File: src/rtl/text_frame_renderer_if.sv
// rtl/text_frame_renderer_if.sv - pixel beat stream between the text renderer and the framebuffer writer
interface text_frame_renderer_if #(
  parameter int DATA_W = 32,
  parameter int Y_W    = 9,
  parameter int COL_W  = 7
);
  logic              pix_valid;
  logic              pix_ready;
  logic [DATA_W-1:0] pix_data;
  logic [Y_W-1:0]    pix_y;
  logic [COL_W-1:0]  pix_col;

  modport master (output pix_valid, pix_data, pix_y, pix_col, input pix_ready);
  modport slave  (input pix_valid, pix_data, pix_y, pix_col, output pix_ready);
endinterface

File: src/rtl/text_frame_renderer.sv
// rtl/text_frame_renderer.sv - raster text-grid renderer: text RAM + font ROM -> glyph-row pixel beats
// Optional macro CURSOR_UNDERLINE_EN: cursor drawn as an underline on the last two glyph rows instead of a block.
module text_frame_renderer #(
  parameter int CONSOLE_LINES        = 24,
  parameter int CONSOLE_COLUMNS      = 80,
  parameter int COLOR_NUMBERS_BITS   = 4,
  parameter int HEIGHT_PER_CHARACTER = 20,
  parameter int WIDTH_PER_CHARACTER  = 8,
  parameter int BLINK_FRAMES         = 30,
  localparam int CB     = COLOR_NUMBERS_BITS,
  localparam int H      = HEIGHT_PER_CHARACTER,
  localparam int W      = WIDTH_PER_CHARACTER,
  localparam int TA_W   = $clog2(CONSOLE_LINES * CONSOLE_COLUMNS),
  localparam int GROW_W = $clog2(H),
  localparam int FA_W   = 8 + GROW_W,
  localparam int Y_W    = $clog2(CONSOLE_LINES * H),
  localparam int COL_W  = $clog2(CONSOLE_COLUMNS)
) (
  input  logic                 clk,
  input  logic                 rst,
  input  logic                 start,
  output logic                 busy,
  output logic                 done,
  output logic [TA_W-1:0]      text_addr,
  input  logic [8+2*CB-1:0]    text_data,
  output logic [FA_W-1:0]      font_addr,
  input  logic [W-1:0]         font_data,
  input  logic [7:0]           cursor_line,
  input  logic [7:0]           cursor_col,
  input  logic [1:0]           cursor_mode,
  text_frame_renderer_if.master pix
);

  localparam int LINE_W = (CONSOLE_LINES > 1) ? $clog2(CONSOLE_LINES) : 1;
  localparam int FC_W   = (BLINK_FRAMES > 1) ? $clog2(BLINK_FRAMES) : 1;
  localparam logic [TA_W-1:0] LINE_STEP = TA_W'(CONSOLE_COLUMNS);

  typedef enum logic [2:0] {
    IDLE, CELL_REQ, CELL_WAIT, GLYPH_REQ, GLYPH_WAIT, EMIT, FIN
  } state_t;

  state_t state, state_nx;

  logic [COL_W-1:0]  col;
  logic [GROW_W-1:0] grow;
  logic [LINE_W-1:0] line;
  logic [Y_W-1:0]    y;
  logic [TA_W-1:0]   line_base;

  logic [7:0]        cur_line, cur_col;
  logic [1:0]        cur_mode;
  logic [7:0]        chr;
  logic [CB-1:0]     fg, bg;
  logic [W*CB-1:0]   pix_buf, pix_next;
  logic [FC_W-1:0]   frame_cnt;
  logic              blink_phase;
  logic              pix_valid_c;

  logic last_col, last_grow, last_beat;
  logic cursor_in_range, cursor_here, cursor_shown, overlay;
  logic [CB-1:0] fg_eff, bg_eff;
  logic force_fg;

  assign last_col  = 32'(col) == CONSOLE_COLUMNS - 1;
  assign last_grow = 32'(grow) == H - 1;
  assign last_beat = last_col && (32'(y) == CONSOLE_LINES * H - 1);

  // line_base tracks line*COLUMNS so no multiplier sits on the address path
  assign text_addr = line_base + TA_W'(col);
  assign font_addr = {chr, grow};

  assign pix.pix_valid = pix_valid_c;
  assign pix.pix_data  = pix_buf;
  assign pix.pix_y     = y;
  assign pix.pix_col   = col;

  assign cursor_in_range = (32'(cur_line) < CONSOLE_LINES) && (32'(cur_col) < CONSOLE_COLUMNS);
  assign cursor_here     = (32'(line) == 32'(cur_line)) && (32'(col) == 32'(cur_col));
  assign cursor_shown    = (cur_mode == 2'd2) || ((cur_mode == 2'd0) && blink_phase);
  assign overlay         = cursor_in_range && cursor_here && cursor_shown;

  always_comb begin
    fg_eff   = fg;
    bg_eff   = bg;
    force_fg = 1'b0;
`ifdef CURSOR_UNDERLINE_EN
    force_fg = overlay && (32'(grow) >= H - 2);
`else
    if (overlay) begin
      fg_eff = bg;
      bg_eff = fg;
    end
`endif
    pix_next = '0;
    for (int i = 0; i < W; i++) begin
      pix_next[i*CB +: CB] = (force_fg || font_data[W-1-i]) ? fg_eff : bg_eff;
    end
  end

  always_ff @(posedge clk) begin
    if (rst) begin
      state <= IDLE;
    end else begin
      state <= state_nx;
    end
  end

  always_comb begin
    state_nx    = state;
    busy        = 1'b0;
    done        = 1'b0;
    pix_valid_c = 1'b0;
    case (state)
      IDLE: begin
        if (start) state_nx = CELL_REQ;
      end
      CELL_REQ: begin
        busy     = 1'b1;
        state_nx = CELL_WAIT;
      end
      CELL_WAIT: begin
        busy     = 1'b1;
        state_nx = GLYPH_REQ;
      end
      GLYPH_REQ: begin
        busy     = 1'b1;
        state_nx = GLYPH_WAIT;
      end
      GLYPH_WAIT: begin
        busy     = 1'b1;
        state_nx = EMIT;
      end
      EMIT: begin
        busy        = 1'b1;
        pix_valid_c = 1'b1;
        if (pix.pix_ready) state_nx = last_beat ? FIN : CELL_REQ;
      end
      FIN: begin
        done     = 1'b1;
        state_nx = IDLE;
      end
      default: state_nx = IDLE;
    endcase
  end

  always_ff @(posedge clk) begin
    if (rst) begin
      col         <= '0;
      grow        <= '0;
      line        <= '0;
      y           <= '0;
      line_base   <= '0;
      cur_line    <= '0;
      cur_col     <= '0;
      cur_mode    <= '0;
      chr         <= '0;
      fg          <= '0;
      bg          <= '0;
      pix_buf     <= '0;
      frame_cnt   <= '0;
      blink_phase <= 1'b1;
    end else begin
      case (state)
        IDLE: begin
          if (start) begin
            cur_line  <= cursor_line;
            cur_col   <= cursor_col;
            cur_mode  <= cursor_mode;
            col       <= '0;
            grow      <= '0;
            line      <= '0;
            y         <= '0;
            line_base <= '0;
          end
        end
        CELL_WAIT: begin
          chr <= text_data[7:0];
          fg  <= text_data[8 +: CB];
          bg  <= text_data[8+CB +: CB];
        end
        GLYPH_WAIT: pix_buf <= pix_next;
        EMIT: begin
          // counters freeze on the final beat so they never step into unused codes
          if (pix.pix_ready && !last_beat) begin
            if (last_col) begin
              col <= '0;
              y   <= y + 1'b1;
              if (last_grow) begin
                grow      <= '0;
                line      <= line + 1'b1;
                line_base <= line_base + LINE_STEP;
              end else begin
                grow <= grow + 1'b1;
              end
            end else begin
              col <= col + 1'b1;
            end
          end
        end
        FIN: begin
          if (32'(frame_cnt) == BLINK_FRAMES - 1) begin
            frame_cnt   <= '0;
            blink_phase <= ~blink_phase;
          end else begin
            frame_cnt <= frame_cnt + 1'b1;
          end
        end
        default: ;
      endcase
    end
  end

endmodule

File: src/flat_wrapper.sv
// flat-port wrapper written by rule: the top's interface ports become plain ports
module text_frame_renderer_flat 
#(
  parameter int CONSOLE_LINES        = 24,
  parameter int CONSOLE_COLUMNS      = 80,
  parameter int COLOR_NUMBERS_BITS   = 4,
  parameter int HEIGHT_PER_CHARACTER = 20,
  parameter int WIDTH_PER_CHARACTER  = 8,
  parameter int BLINK_FRAMES         = 30,
  localparam int CB     = COLOR_NUMBERS_BITS,
  localparam int H      = HEIGHT_PER_CHARACTER,
  localparam int W      = WIDTH_PER_CHARACTER,
  localparam int TA_W   = $clog2(CONSOLE_LINES * CONSOLE_COLUMNS),
  localparam int GROW_W = $clog2(H),
  localparam int FA_W   = 8 + GROW_W,
  localparam int Y_W    = $clog2(CONSOLE_LINES * H),
  localparam int COL_W  = $clog2(CONSOLE_COLUMNS)
)
  (clk, rst, start, busy, done, text_addr, text_data, font_addr, font_data, cursor_line, cursor_col, cursor_mode, pix_pix_valid, pix_pix_data, pix_pix_y, pix_pix_col, pix_pix_ready);
  text_frame_renderer_if pix_i ();
  input  logic clk;
  input  logic rst;
  input  logic start;
  output logic busy;
  output logic done;
  output logic [TA_W-1:0] text_addr;
  input  logic [8+2*CB-1:0] text_data;
  output logic [FA_W-1:0] font_addr;
  input  logic [W-1:0] font_data;
  input  logic [7:0] cursor_line;
  input  logic [7:0] cursor_col;
  input  logic [1:0] cursor_mode;
  output wire logic [$bits(pix_i.pix_valid)-1:0] pix_pix_valid;
  output wire logic [$bits(pix_i.pix_data)-1:0] pix_pix_data;
  output wire logic [$bits(pix_i.pix_y)-1:0] pix_pix_y;
  output wire logic [$bits(pix_i.pix_col)-1:0] pix_pix_col;
  input wire logic [$bits(pix_i.pix_ready)-1:0] pix_pix_ready;
  assign pix_pix_valid = pix_i.pix_valid;
  assign pix_pix_data = pix_i.pix_data;
  assign pix_pix_y = pix_i.pix_y;
  assign pix_pix_col = pix_i.pix_col;
  assign pix_i.pix_ready = pix_pix_ready;
  text_frame_renderer #(.CONSOLE_LINES(CONSOLE_LINES), .CONSOLE_COLUMNS(CONSOLE_COLUMNS), .COLOR_NUMBERS_BITS(COLOR_NUMBERS_BITS), .HEIGHT_PER_CHARACTER(HEIGHT_PER_CHARACTER), .WIDTH_PER_CHARACTER(WIDTH_PER_CHARACTER), .BLINK_FRAMES(BLINK_FRAMES)) u_core (.clk(clk), .rst(rst), .start(start), .busy(busy), .done(done), .text_addr(text_addr), .text_data(text_data), .font_addr(font_addr), .font_data(font_data), .cursor_line(cursor_line), .cursor_col(cursor_col), .cursor_mode(cursor_mode), .pix(pix_i));
endmodule
File: config.mk
export PLATFORM = sky130hd
export DESIGN_NAME = text_frame_renderer_flat
export DESIGN_NICKNAME = d
export VERILOG_FILES = /design/src/rtl/text_frame_renderer_if.sv /design/src/rtl/text_frame_renderer.sv /design/src/flat_wrapper.sv
export SDC_FILE = /design/constraint.sdc
export NUM_CORES = 1
export LEC_CHECK = 0
export ABC_AREA = 1
export ABC_CLOCK_PERIOD_IN_PS = 1600
export CORE_UTILIZATION = 40
export DETAILED_ROUTE_END_ITERATION = 6
export HOLD_SLACK_MARGIN = 0.12
export PLACE_DENSITY = 0.68
export SYNTH_ARGS = -nofsm -noshare
export SYNTH_HDL_FRONTEND = slang
export SYNTH_SLANG_ARGS = --single-unit
File: constraint.sdc
create_clock -name clk -period 1.6 [get_ports clk]
set_input_delay 0.32 -clock clk [delete_from_list [all_inputs] [get_ports clk]]
set_output_delay 0.32 -clock clk [all_outputs]
set_load 0.05 [all_outputs]
Word-level counts from Yosys, hierarchy flattened
Cells that the tools add are included.
- word-level logic and storage cells: 102
- output and inout bits: 75
- register bits after elaboration: 112
- input port bits: 46
- $add $sub $neg: 7
- reduce and logical (&&, ||, !) cells: 19
- bitwise gates (word level): 1
- order comparisons: 2
- equality and inequality tests: 18
- muxes and demuxes: 40
- operators with widths (operator ; number):
    2-to-1 mux 11 bit ; 4
    2-to-1 mux 4 bit ; 10
    2-to-1 mux 5 bit ; 8
    2-to-1 mux 9 bit ; 3
    case mux 11 bit (2 select lines) ; 1
    2-to-1 mux 7 bit ; 3
    case mux 5 bit (2 select lines) ; 2
    case mux 3 bit (6 select lines) ; 1
    case mux 9 bit (2 select lines) ; 1
    adder 5 x 1 -> 5 bit (second input constant) ; 3
    case mux 7 bit (2 select lines) ; 1
    adder 11 x 7 -> 11 bit ; 1
    adder 11 x 7 -> 11 bit (second input constant) ; 1
    equality test 5 bit (second input constant) ; 2
    adder 9 x 1 -> 9 bit (second input constant) ; 1
    equality test 3 bit (second input constant) ; 3
    equality test 9 bit (second input constant) ; 1
    2-to-1 mux 3 bit ; 3
    equality test 5 x 8 -> 1 bit ; 1
    equality test 7 x 8 -> 1 bit ; 1
    < comparator 8 x 5 -> 1 bit (second input constant) ; 1
    < comparator 8 x 7 -> 1 bit (second input constant) ; 1
    adder 7 x 1 -> 7 bit (second input constant) ; 1
    equality test 7 bit (second input constant) ; 1
    18 further kinds ; 32

Logic depth before layout (Yosys ltp)
Gate-level depths: netlist (run 1).
- word-level depth: 6
- gate-level depth with buffers: 13
- gate-level depth less buffers: 12

Worst setup path before layout (run 1)
Ideal clock, no wire load.
- kind: register to output
- from: register u_core.col[5] (netlist: u_core.pix.pix_col[5])
- to: output text_addr[10]
- required time: 1280 ps
- path slack: -1044 ps
- cell stages (with the launch flop): 8
- path buffers: 0
- data arrival time: 2324 ps
- cell sequence: dfxtp_1 > ha_1 > a21oi_1 > nand2_1 > nand2_1 > a21oi_1 > nand3_1 > xnor2_1
- word-level cells in the longest chain between the ends: 1
- RTL lines (item ; RTL line ; text):
    start, declared ; text_frame_renderer.sv:44 ; logic [COL_W-1:0] col;
    start signal, assigned ; text_frame_renderer.sv:196 ; col <= col + 1'b1;
    adder 11 x 7 -> 11 bit ; text_frame_renderer.sv:69 ; assign text_addr = line_base + TA_W'(col);
    end, declared ; flat_wrapper.sv:26 ; output logic [TA_W-1:0] text_addr;
Every way passes these cells.

Worst setup path after layout (run 1)
- from: register u_core.col[5] (netlist: u_core.pix.pix_col[5])
- to: output text_addr[8]
Same word-level chain as after synthesis.

==> results of run 1 <==
==> path summary, 6_finish.rpt <==
check / from / end / depth (start not counted) / slack, ps
worst max-delay path: u_core.pix.pix_col[5] / text_addr[8] / 8 / -490
worst min-delay path: u_core.cur_col[7] / u_core.cur_col[7] / 2 / 450
worst max register to register: u_core.pix.pix_col[4] / u_core.pix.pix_y[3] / 12 / -350
worst min register to register: u_core.cur_col[7] / u_core.cur_col[7] / 2 / 450
==> Yosys cell counts, drive strengths merged <==
cell type,count,area (um^2)
a21oi,72,360.4
o21ai,36,180.2
o31ai,1,7.510
nor2,129,523.0
a31oi,1,6.260
dfxtp,108,2162
clkinv,1,3.750
nand4,9,56.30
conb,1,3.750
xnor2,4,35.03
xor2,13,113.9
ha,12,150.1
nand3b,1,7.510
nand2,162,645.6
buf,16,106.4
nor3b,4,30.03
clkbuf,18,67.56
nand3,152,770.7
inv,108,405.4
nor3,5,30.03
==> through the flow <==
stage          std cells  worst slack [ps]
5_1_grt             1270            -557.2
3_3_place_gp        1221            -195.2
3_5_place_dp        1221            -196.4
2_1_floorplan        853            -389.6
4_1_cts             1262            -516.2
6_report            1270            -491.6
==> metal layers <==
metal  global-route usage  vias to the layer above
met5                    0                        -
met4               0.1065                        0
met3              0.05498                       51
met2               0.4450                      181
met1               0.3000                     3042
li1                     -                     3219
==> kinds of logic (layout without fill, tap and decap cells) <==
kind of cell	after synthesis	after routing	synth area share
AOI/OAI and AO/OA	110	110	0.09784
xor gates and xnor gates	17	17	0.02628
adders and majority gates	12	12	0.02650
buffers and inverters	143	379	0.1029
DFF	108	108	0.3816
other	1	1	0.0006619
and+or+nand+nor	462	463	0.3642
==> cell usage in the layout, fill, tap and decap left out, drive strengths merged <==
master         count
buf              210
nand2            163
nand3            152
nor2             129
inv              109
dfxtp            108
a21oi             72
clkdlybuf4s50     44
o21ai             36
xor2              13
clkbuf            12
ha                12
nand4              9
nor3               5
nor3b              4
xnor2              4
clkinv             2
a31oi              1
nand3b             1
o31ai              1
conb               1
bufinv             1
clkinvlp           1
==> where the power goes <==
part | internal [mW] | switching [mW] | total, mW
clock network | 1.31 | 1.07 | 2.38
registers | 2.81 | 0.0823 | 2.89
logic | 1.10 | 1.47 | 2.57
==> repair_timing <==
| item | CTS | global route |
|---|---|---|
| gates cloned | 3 | 0 |
| pin swaps | 57 | 70 |
| endpoints found under the setup margin | 76 | 96 |
| resized for setup | 120 | 87 |
| setup buffers | 22 | 10 |
==> tightest hold or removal path, stage by stage (launching register included) <==
cell	delay, ps
dfxtp_1	300
inv_1	60
a21oi_1	50
==> registers in the layout, indices dropped and copies added (netlist names), 3 cells and up <==
name / count
u_core.cur_col: 8
u_core.frame_cnt: 5
u_core.chr: 8
u_core.grow: 5
u_core.line_base: 7
u_core.bg: 4
u_core.pix.pix_data: 32
u_core.state: 3
u_core.cur_line: 8
u_core.pix.pix_col: 7
u_core.fg: 4
u_core.pix.pix_y: 9
u_core.line: 5
==> area by class of cell <==
class / count / area share
Timing Repair Buffer: 254 / 0.2597
Clock inverter: 4 / 0.005376
Tap cell: 180 / 0.02199
Clock buffer: 12 / 0.02505
Sequential cell: 108 / 0.2171
Multi-Input combinational cell: 603 / 0.4282
Inverter: 109 / 0.04264
==> flow_summary.json, run 1 <==
{
  "drv_slew": 0,
  "grt_overflow_total": 0,
  "ys_seq_elements": 108,
  "worstSetupPathType": "reg -> out",
  "ios": 121,
  "utilization": 0.7406,
  "die_h_um": 121.0,
  "wl_met2_um": 9767,
  "period_minus_slack_ps": 2092,
  "finalSetupTns_ps": -18790,
  "synth_cells": 853,
  "multi_input_area_mm2": 0.004384,
  "cts_hold_buf": 0,
  "std_cell_rows": 43,
  "p_per_area_mw_per_mm2": 766.3,
  "cp-start-kind": "register",
  "worstSetupEndpointType": "output port",
  "worst_hold_path_type": "reg -> reg",
  "synthesis.nets": 911,
  "fin_nets": 1143,
  "hpwl_um": 12030,
  "syn_area_mm2": 0.005665,
  "max_cap_viol_count": 0,
  "antenna_found_initial": 0,
  "dpl_cell_area_mm2": 0.008751,
  "finalHoldViolCount": 0,
  "dr.first_iter.drc_count": 397,
  "placeableCoreArea_mm2": 0.01383,
  "first_pass_iters": 5,
  "status": "finished with violations",
  "relSlewSlack": 0.4945,
  "setup_slack_ps": -491.6,
  "violations": "negative setup slack",
  "start_util": 0.4097,
  "vias": 6493,
  "yosys_warnings": 0,
  "fmax_mhz": 478.1,
  "clkTransAtPathRegs_ps": 70,
  "vias_per_cell": 5.113,
  "tightest_slew_ps": 758.3,
  "rsz0062_at_grt": "yes",
  "io_buffers": 120,
  "grtUsageTotal": 0.2548,
  "fp.dieW_um": 121.0,
  "ff_latch_area_mm2": 0.002223,
  "n_antenna_cell": 0,
  "clock_path_buffers": 2,
  "fin_crit_sh": 1.307,
  "setup_viol": 76,
  "cp.required_ps": 1280,
  "gp_congestion": 0.8527,
  "drc": 0,
  "vdd_ir_drop_max_mv": 0.5402,
  "grt_max_degree": 63,
  "power.total_mw": 7.847,
  "antenna_left": 0,
  "cts.sinks": 108,
  "path_buf_inv": 2,
  "ctsHtreeMaxLevel": 3,
  "routed_wirelength_um": 19050,
  "cts_tree": "yes",
  "synth_seq_area_share": 0.3816,
  "met1_length_um": 7782,
  "clock_latency_ps": 360,
  "slowest_delay_ps": 350,
  "cts_root_buffer": "clkbuf_16",
  "area_growth_pct": 80.74,
  "slowest_stage": "dfxtp_4",
  "die-area_mm2": 0.01464,
  "postLayoutCellArea_mm2": 0.01024,
  "crit_path_max_fanout": 2,
  "nFillCells": 1014,
  "routed-wl-met3_um": 944,
  "crit_family": "flip-flops",
  "grt_pass1_vias": 6268,
  "avgSynthCellArea_um2": 6.642,
  "numCtsBuffers": 9,
  "synth_cell_types": 31,
  "fin_worst_skew_ps": 8.576,
  "grt_pass1_wl_um": 29610,
  "top_layer_used": "met4",
  "layout-drive-gt1-share": 0.4468,
  "hold_slack_ps": 451.3,
  "power_leakage_nw": 4.094,
  "worstPathArrival_ps": 1770,
  "wl_per_cell_um": 15.00,
  "crit_chain": "ha_4, a21oi_4, nand2_2, nand2_2, a21oi_4, buf_6, xor2_4, buf_12"
}
No activity file was read; power rests on OpenSTA's default activity.
==> run 2: changes to the inputs <==
--- a/config.mk
+++ b/config.mk
@@ -6,11 +6,11 @@
 export NUM_CORES = 1
 export LEC_CHECK = 0
 export ABC_AREA = 1
-export ABC_CLOCK_PERIOD_IN_PS = 1600
+export ABC_CLOCK_PERIOD_IN_PS = 2200
 export CORE_UTILIZATION = 40
 export DETAILED_ROUTE_END_ITERATION = 6
 export HOLD_SLACK_MARGIN = 0.12
-export PLACE_DENSITY = 0.68
+export PLACE_DENSITY = 0.65
 export SYNTH_ARGS = -nofsm -noshare
 export SYNTH_HDL_FRONTEND = slang
 export SYNTH_SLANG_ARGS = --single-unit
==> constraint.sdc (replaced) <==
create_clock -name clk -period 2.2 [get_ports clk]
set_input_delay 0.44 -clock clk [delete_from_list [all_inputs] [get_ports clk]]
set_output_delay 0.44 -clock clk [all_outputs]
set_load 0.05 [all_outputs]
==> run 2 against run 1 <==
The flow still finishes with violations (negative setup slack). Worst hold slack gained 4.0 ps. First-iteration DRC count shrank 3.5%. Cell count shrank 8.9%. Core utilization shrank 18 points. Clock skew is 1.7 ps lower. Non-clock buffer count fell by 112. Count of clock-buffer cells in the layout increased by 1. Clock power is 28% lower. Global-route usage shrank 3.4 points. Combinational power is 56% lower. Critical path type unchanged.
==> flow_summary.json, run 2 (synthesized netlist as in run 1, its figures left out) <==
{
  "fin_nets": 1030,
  "antenna_left": 0,
  "dpl_cell_area_mm2": 0.007253,
  "clock_path_buffers": 2,
  "antenna_found_initial": 0,
  "worstSetupEndpointType": "output port",
  "dr.first_iter.drc_count": 383,
  "cts_root_buffer": "clkbuf_16",
  "period_minus_slack_ps": 2254,
  "instances_no_fill": 1157,
  "largest_reg_flops": 32,
  "numCtsBuffers": 9,
  "drv_slew": 0,
  "cts_tree": "yes",
  "clkTransAtPathRegs_ps": 70,
  "grt_pass1_wl_um": 25640,
  "vias_per_cell": 5.027,
  "worstSetupPathType": "reg -> out",
  "grt_pass1_vias": 5225,
  "grt_overflow_total": 0,
  "violations": "negative setup slack",
  "gp_congestion": 0.8535,
  "hpwl_um": 10640,
  "crit_path_max_fanout": 2,
  "fmax_mhz": 443.6,
  "routed_wirelength_um": 15520,
  "drc": 0,
  "vdd_ir_drop_max_mv": 0.4309,
  "postLayoutCellArea_mm2": 0.007716,
  "first_pass_iters": 5,
  "relSlewSlack": 0.5454,
  "start_util": 0.4097,
  "finalHoldViolCount": 0,
  "io_buffers": 120,
  "layout-drive-gt1-share": 0.1054,
  "fin_crit_sh": 1.025,
  "wl_per_cell_um": 13.42,
  "place_inst": 1136,
  "fp.dieW_um": 121.0,
  "status": "finished with violations",
  "std_cell_rows": 43,
  "pre_cts_ws_ps": 64.61,
  "clock_latency_ps": 360,
  "p_per_area_mw_per_mm2": 639.4,
  "worstPathArrival_ps": 1810,
  "layout_commonest_cell": "nand3_1",
  "cp-start-kind": "register",
  "die_h_um": 121.0,
  "grt_max_degree": 66,
  "n_antenna_cell": 0,
  "cts_hold_buf": 0,
  "vias": 5816,
  "cts.sinks": 108,
  "setup_slack_ps": -54.30,
  "power_leakage_nw": 3.168,
  "rsz0062_at_grt": "yes",
  "ios": 121,
  "die-area_mm2": 0.01464,
  "placeableCoreArea_mm2": 0.01383,
  "area_growth_pct": 36.20,
  "nFillCells": 1340,
  "cp.required_ps": 1760,
  "setup_viol": 3,
  "ctsHtreeMaxLevel": 3,
  "grtUsageTotal": 0.2208,
  "fin_worst_skew_ps": 6.907,
  "final_cell_mix": "nand3_1 (147), nand2_1 (146), nor2_1 (122)",
  "worst_hold_path_type": "reg -> reg",
  "max_cap_viol_count": 0,
  "tightest_slew_ps": 681.8
}
[run 2: path summary, 6_finish.rpt]
| path | endpoint | slack, ps | depth (start not counted) | start |
|---|---|---|---|---|
| max reg2reg | u_core.pix.pix_data[25] | 190 | 11 | u_core.pix.pix_col[2] |
| min | u_core.cur_mode[1] | 460 | 2 | u_core.cur_mode[1] |
| min reg2reg | u_core.cur_mode[1] | 460 | 2 | u_core.cur_mode[1] |
| max | text_addr[10] | -50 | 8 | u_core.line_base[5] |
[run 2: layout make-up]
| cell class | count | area [um^2] | share of cell area |
|---|---|---|---|
| clock buffer | 13 | 260.3 | 0.03373 |
| clock inverter | 3 | 45.04 | 0.005838 |
| inverter | 109 | 409.1 | 0.05302 |
| multi-input combinational | 602 | 3099 | 0.4017 |
| sequential | 108 | 2176 | 0.2820 |
| tap | 180 | 225.2 | 0.02919 |
| timing repair buffer | 142 | 1501 | 0.1946 |
[run 2: through the flow]
step / utilization / TNS (ps) / hold slack (ps) / total power, mW
final: 0.5580 / -107.0 / 455.3 / 4.934
after global routing: 0.5580 / -400.7 / 482.7 / 5.175
after CTS: 0.5530 / -280.0 / 458.4 / 4.972
after detailed placement: 0.5246 / 0 / 448.4 / 3.250
after global placement: 0.5246 / 0 / 437.7 / 3.240
after floorplan: - / -31.91 / 428.9 / 2.871
[run 2: layer usage]
| metal | wire length [um] | up-vias | global-route usage |
|---|---|---|---|
| li1 | - | 2975 | - |
| met1 | 7269 | 2641 | 0.3060 |
| met2 | 7023 | 176 | 0.3329 |
| met3 | 938 | 24 | 0.05310 |
| met4 | 291 | 0 | 0.07562 |
| met5 | 0 | - | 0 |
[run 2: critical path, cell delays in order, from the launching register on]
cell,delay [ps]
dfxtp_4,360
ha_4,270
a21oi_4,60
nand2_2,70
nand2_2,70
a21oi_4,170
nand3_4,110
xnor2_4,200
buf_12,150
[run 2: timing repair]
item,4_1_cts,5_1_grt
setup buffers,4,1
setup endpoints to repair,5,19
pin swaps,6,3
endpoints found under the hold margin,0,0
gates resized for setup,12,14
[run 2: where the power goes]
part	internal, mW	switching [mW]
Combinational	0.392	0.728
Clock	0.947	0.763
Sequential	2.05	0.0580
Total	3.39	1.55
==> run 3: changes to the inputs <==
--- a/config.mk
+++ b/config.mk
@@ -10,7 +10,7 @@
 export CORE_UTILIZATION = 40
 export DETAILED_ROUTE_END_ITERATION = 6
 export HOLD_SLACK_MARGIN = 0.12
-export PLACE_DENSITY = 0.65
+export PLACE_DENSITY = 0.74
 export SYNTH_ARGS = -nofsm -noshare
 export SYNTH_HDL_FRONTEND = slang
 export SYNTH_SLANG_ARGS = --single-unit
==> run 3 against run 2 <==
The run still ends with negative setup slack left. Largest power group unchanged. Combinational power hardly changed. Highest routed layer unchanged. Fmax is 0.53% higher. Flip-flop and latch count stayed put.
==> flow_summary.json, run 3 (synthesized netlist as in run 1, its figures left out) <==
{
  "rr_worst_depth": 11,
  "ff_latch_area_mm2": 0.002173,
  "hold_slack_ps": 447.8,
  "worst_hold_path_type": "reg -> reg",
  "die_h_um": 121.0,
  "n_antenna_cell": 0,
  "vias_per_cell": 5.013,
  "nFillCells": 1352,
  "cp-start-kind": "register",
  "clkTransAtPathRegs_ps": 70,
  "status": "finished with violations",
  "power.switching_mw": 1.487,
  "fp.dieW_um": 121.0,
  "fin_crit_sh": 1.019,
  "area_growth_pct": 34.94,
  "p_seq_frac": 0.439,
  "clock_latency_ps": 350,
  "cts_tree": "yes",
  "start_util": 0.4097,
  "gp_congestion": 0.8824,
  "fin_worst_skew_ps": 7.491,
  "grtUsageTotal": 0.2123,
  "grt_max_degree": 63,
  "p_comb_frac": 0.227,
  "place_inst": 1138,
  "cts_root_buffer": "clkbuf_16",
  "die-area_mm2": 0.01464,
  "tightest_slew_ps": 667.5,
  "placeableCoreArea_mm2": 0.01383,
  "ios": 121,
  "layout_commonest_cell": "nand3_1",
  "clock_path_buffers": 2,
  "instances_no_fill": 1156,
  "crit_path_max_fanout": 2,
  "power_leakage_nw": 3.123,
  "fmax_mhz": 445.9,
  "dpl_cell_area_mm2": 0.007243,
  "utilization": 0.5529,
  "power.total_mw": 4.803,
  "routed_wirelength_um": 15030,
  "hold_end": "u_core.cur_col[7]",
  "numCtsBuffers": 9,
  "antenna_left": 0,
  "pre_cts_ws_ps": 80.45,
  "relSlewSlack": 0.5550,
  "std_cell_rows": 43,
  "dr.first_iter.drc_count": 510,
  "vdd_ir_drop_max_mv": 0.3459,
  "setup_viol": 3,
  "io_buffers": 120,
  "timing.rr.end": "u_core.pix.pix_data[27]",
  "final_cell_mix": "nand3_1 (148), nand2_1 (147), nor2_1 (122)",
  "hpwl_um": 10410,
  "max_cap_viol_count": 0,
  "finalSetupTns_ps": -102.9,
  "fin_nets": 1030,
  "drc": 0,
  "cp.required_ps": 1760,
  "rrSetupSlack_ps": 220,
  "postLayoutCellArea_mm2": 0.007645,
  "finalHoldViolCount": 0,
  "wl_per_cell_um": 13.01,
  "violations": "negative setup slack",
  "layout-drive-gt1-share": 0.1035,
  "vias": 5795,
  "grt_pass1_vias": 5220,
  "clkPwrFrac": 0.333,
  "min_from": "u_core.cur_col[7]",
  "multi_input_area_mm2": 0.003077,
  "ctsHtreeMaxLevel": 3,
  "setup_slack_ps": -42.45,
  "cts.sinks": 108,
  "antenna_found_initial": 0,
  "whs_path_depth": 2,
  "worstSetupPathType": "reg -> out",
  "grt_pass1_wl_um": 24920,
  "p_per_area_mw_per_mm2": 628.2,
  "swShare": 0.3097,
  "rsz0062_at_grt": "yes",
  "period_minus_slack_ps": 2242,
  "worstPathArrival_ps": 1800,
  "largest_reg_flops": 32,
  "p_int_mw": 3.315,
  "first_pass_iters": 6,
  "drv_slew": 0,
  "worstSetupEndpointType": "output port",
  "grt_overflow_total": 0,
  "r2r_start": "u_core.pix.pix_col[2]"
}
[run 3: changes by cell type in the layout (fill, tap and decap cells not counted), sizes merged]
cell / change
clkdlybuf4s50: +2
bufinv: -1
clkinv: +1
clkbuf: +1
dlymetal6s2s: -2
clkinvlp: -2
[run 3: power groups by stage]
stage	Sequential [mW]	Clock [mW]	Combinational [mW]
after detailed placement	2.15	0	1.08
after CTS	2.11	1.63	1.09
after global routing	2.12	1.70	1.21
final	2.11	1.60	1.09
after global placement	2.15	0	1.07
after floorplan	2.25	0	0.621
[run 3: critical path: stages (launching register included)]
cell and delay [ps]:
dfxtp_2 340, ha_4 280, a21oi_4 50, nand2_2 80, nand2_2 70, a21oi_4 180, buf_6 140, xor2_4 160
buf_12 150
[run 3: final cells by class]
| type | instances | share of cell area |
|---|---|---|
| Multi-Input combinational cell | 602 | 0.4025 |
| Sequential cell | 108 | 0.2843 |
| Timing Repair Buffer | 142 | 0.1925 |
| Inverter | 109 | 0.05352 |
| Clock buffer | 14 | 0.03715 |
| Tap cell | 180 | 0.02946 |
| Clock inverter | 1 | 0.0006547 |
[run 3: layer usage]
metal,wire length [um],GRT usage,vias to the layer above,share of wire
met1,6960,0.2898,2608,0.46
met3,1075,0.05404,17,0.072
met4,171,0.05864,0,0.011
met2,6826,0.3300,190,0.45
li1,-,-,2980,-
met5,0,0,-,0
[run 3: repair_timing]
action                                  CTS  global route
gates resized for setup                  13             7
pin swaps                                 6             4
endpoints found under the setup margin    6             9
setup buffers                             3             0
hold buffers                              0             0
[run 3: worst max path at each step]
| stage | endpoint | start | slack [ps] |
|---|---|---|---|
| global placement | text_addr[10] | u_core.line_base[5] | 150 |
| finish | text_addr[8] | u_core.pix.pix_col[5] | -40 |
| detailed placement | text_addr[10] | u_core.line_base[5] | 80 |
| global route | text_addr[8] | u_core.pix.pix_col[5] | -130 |
| CTS | text_addr[8] | u_core.pix.pix_col[5] | -80 |
| floorplan | text_addr[8] | u_core.pix.pix_col[5] | -20 |
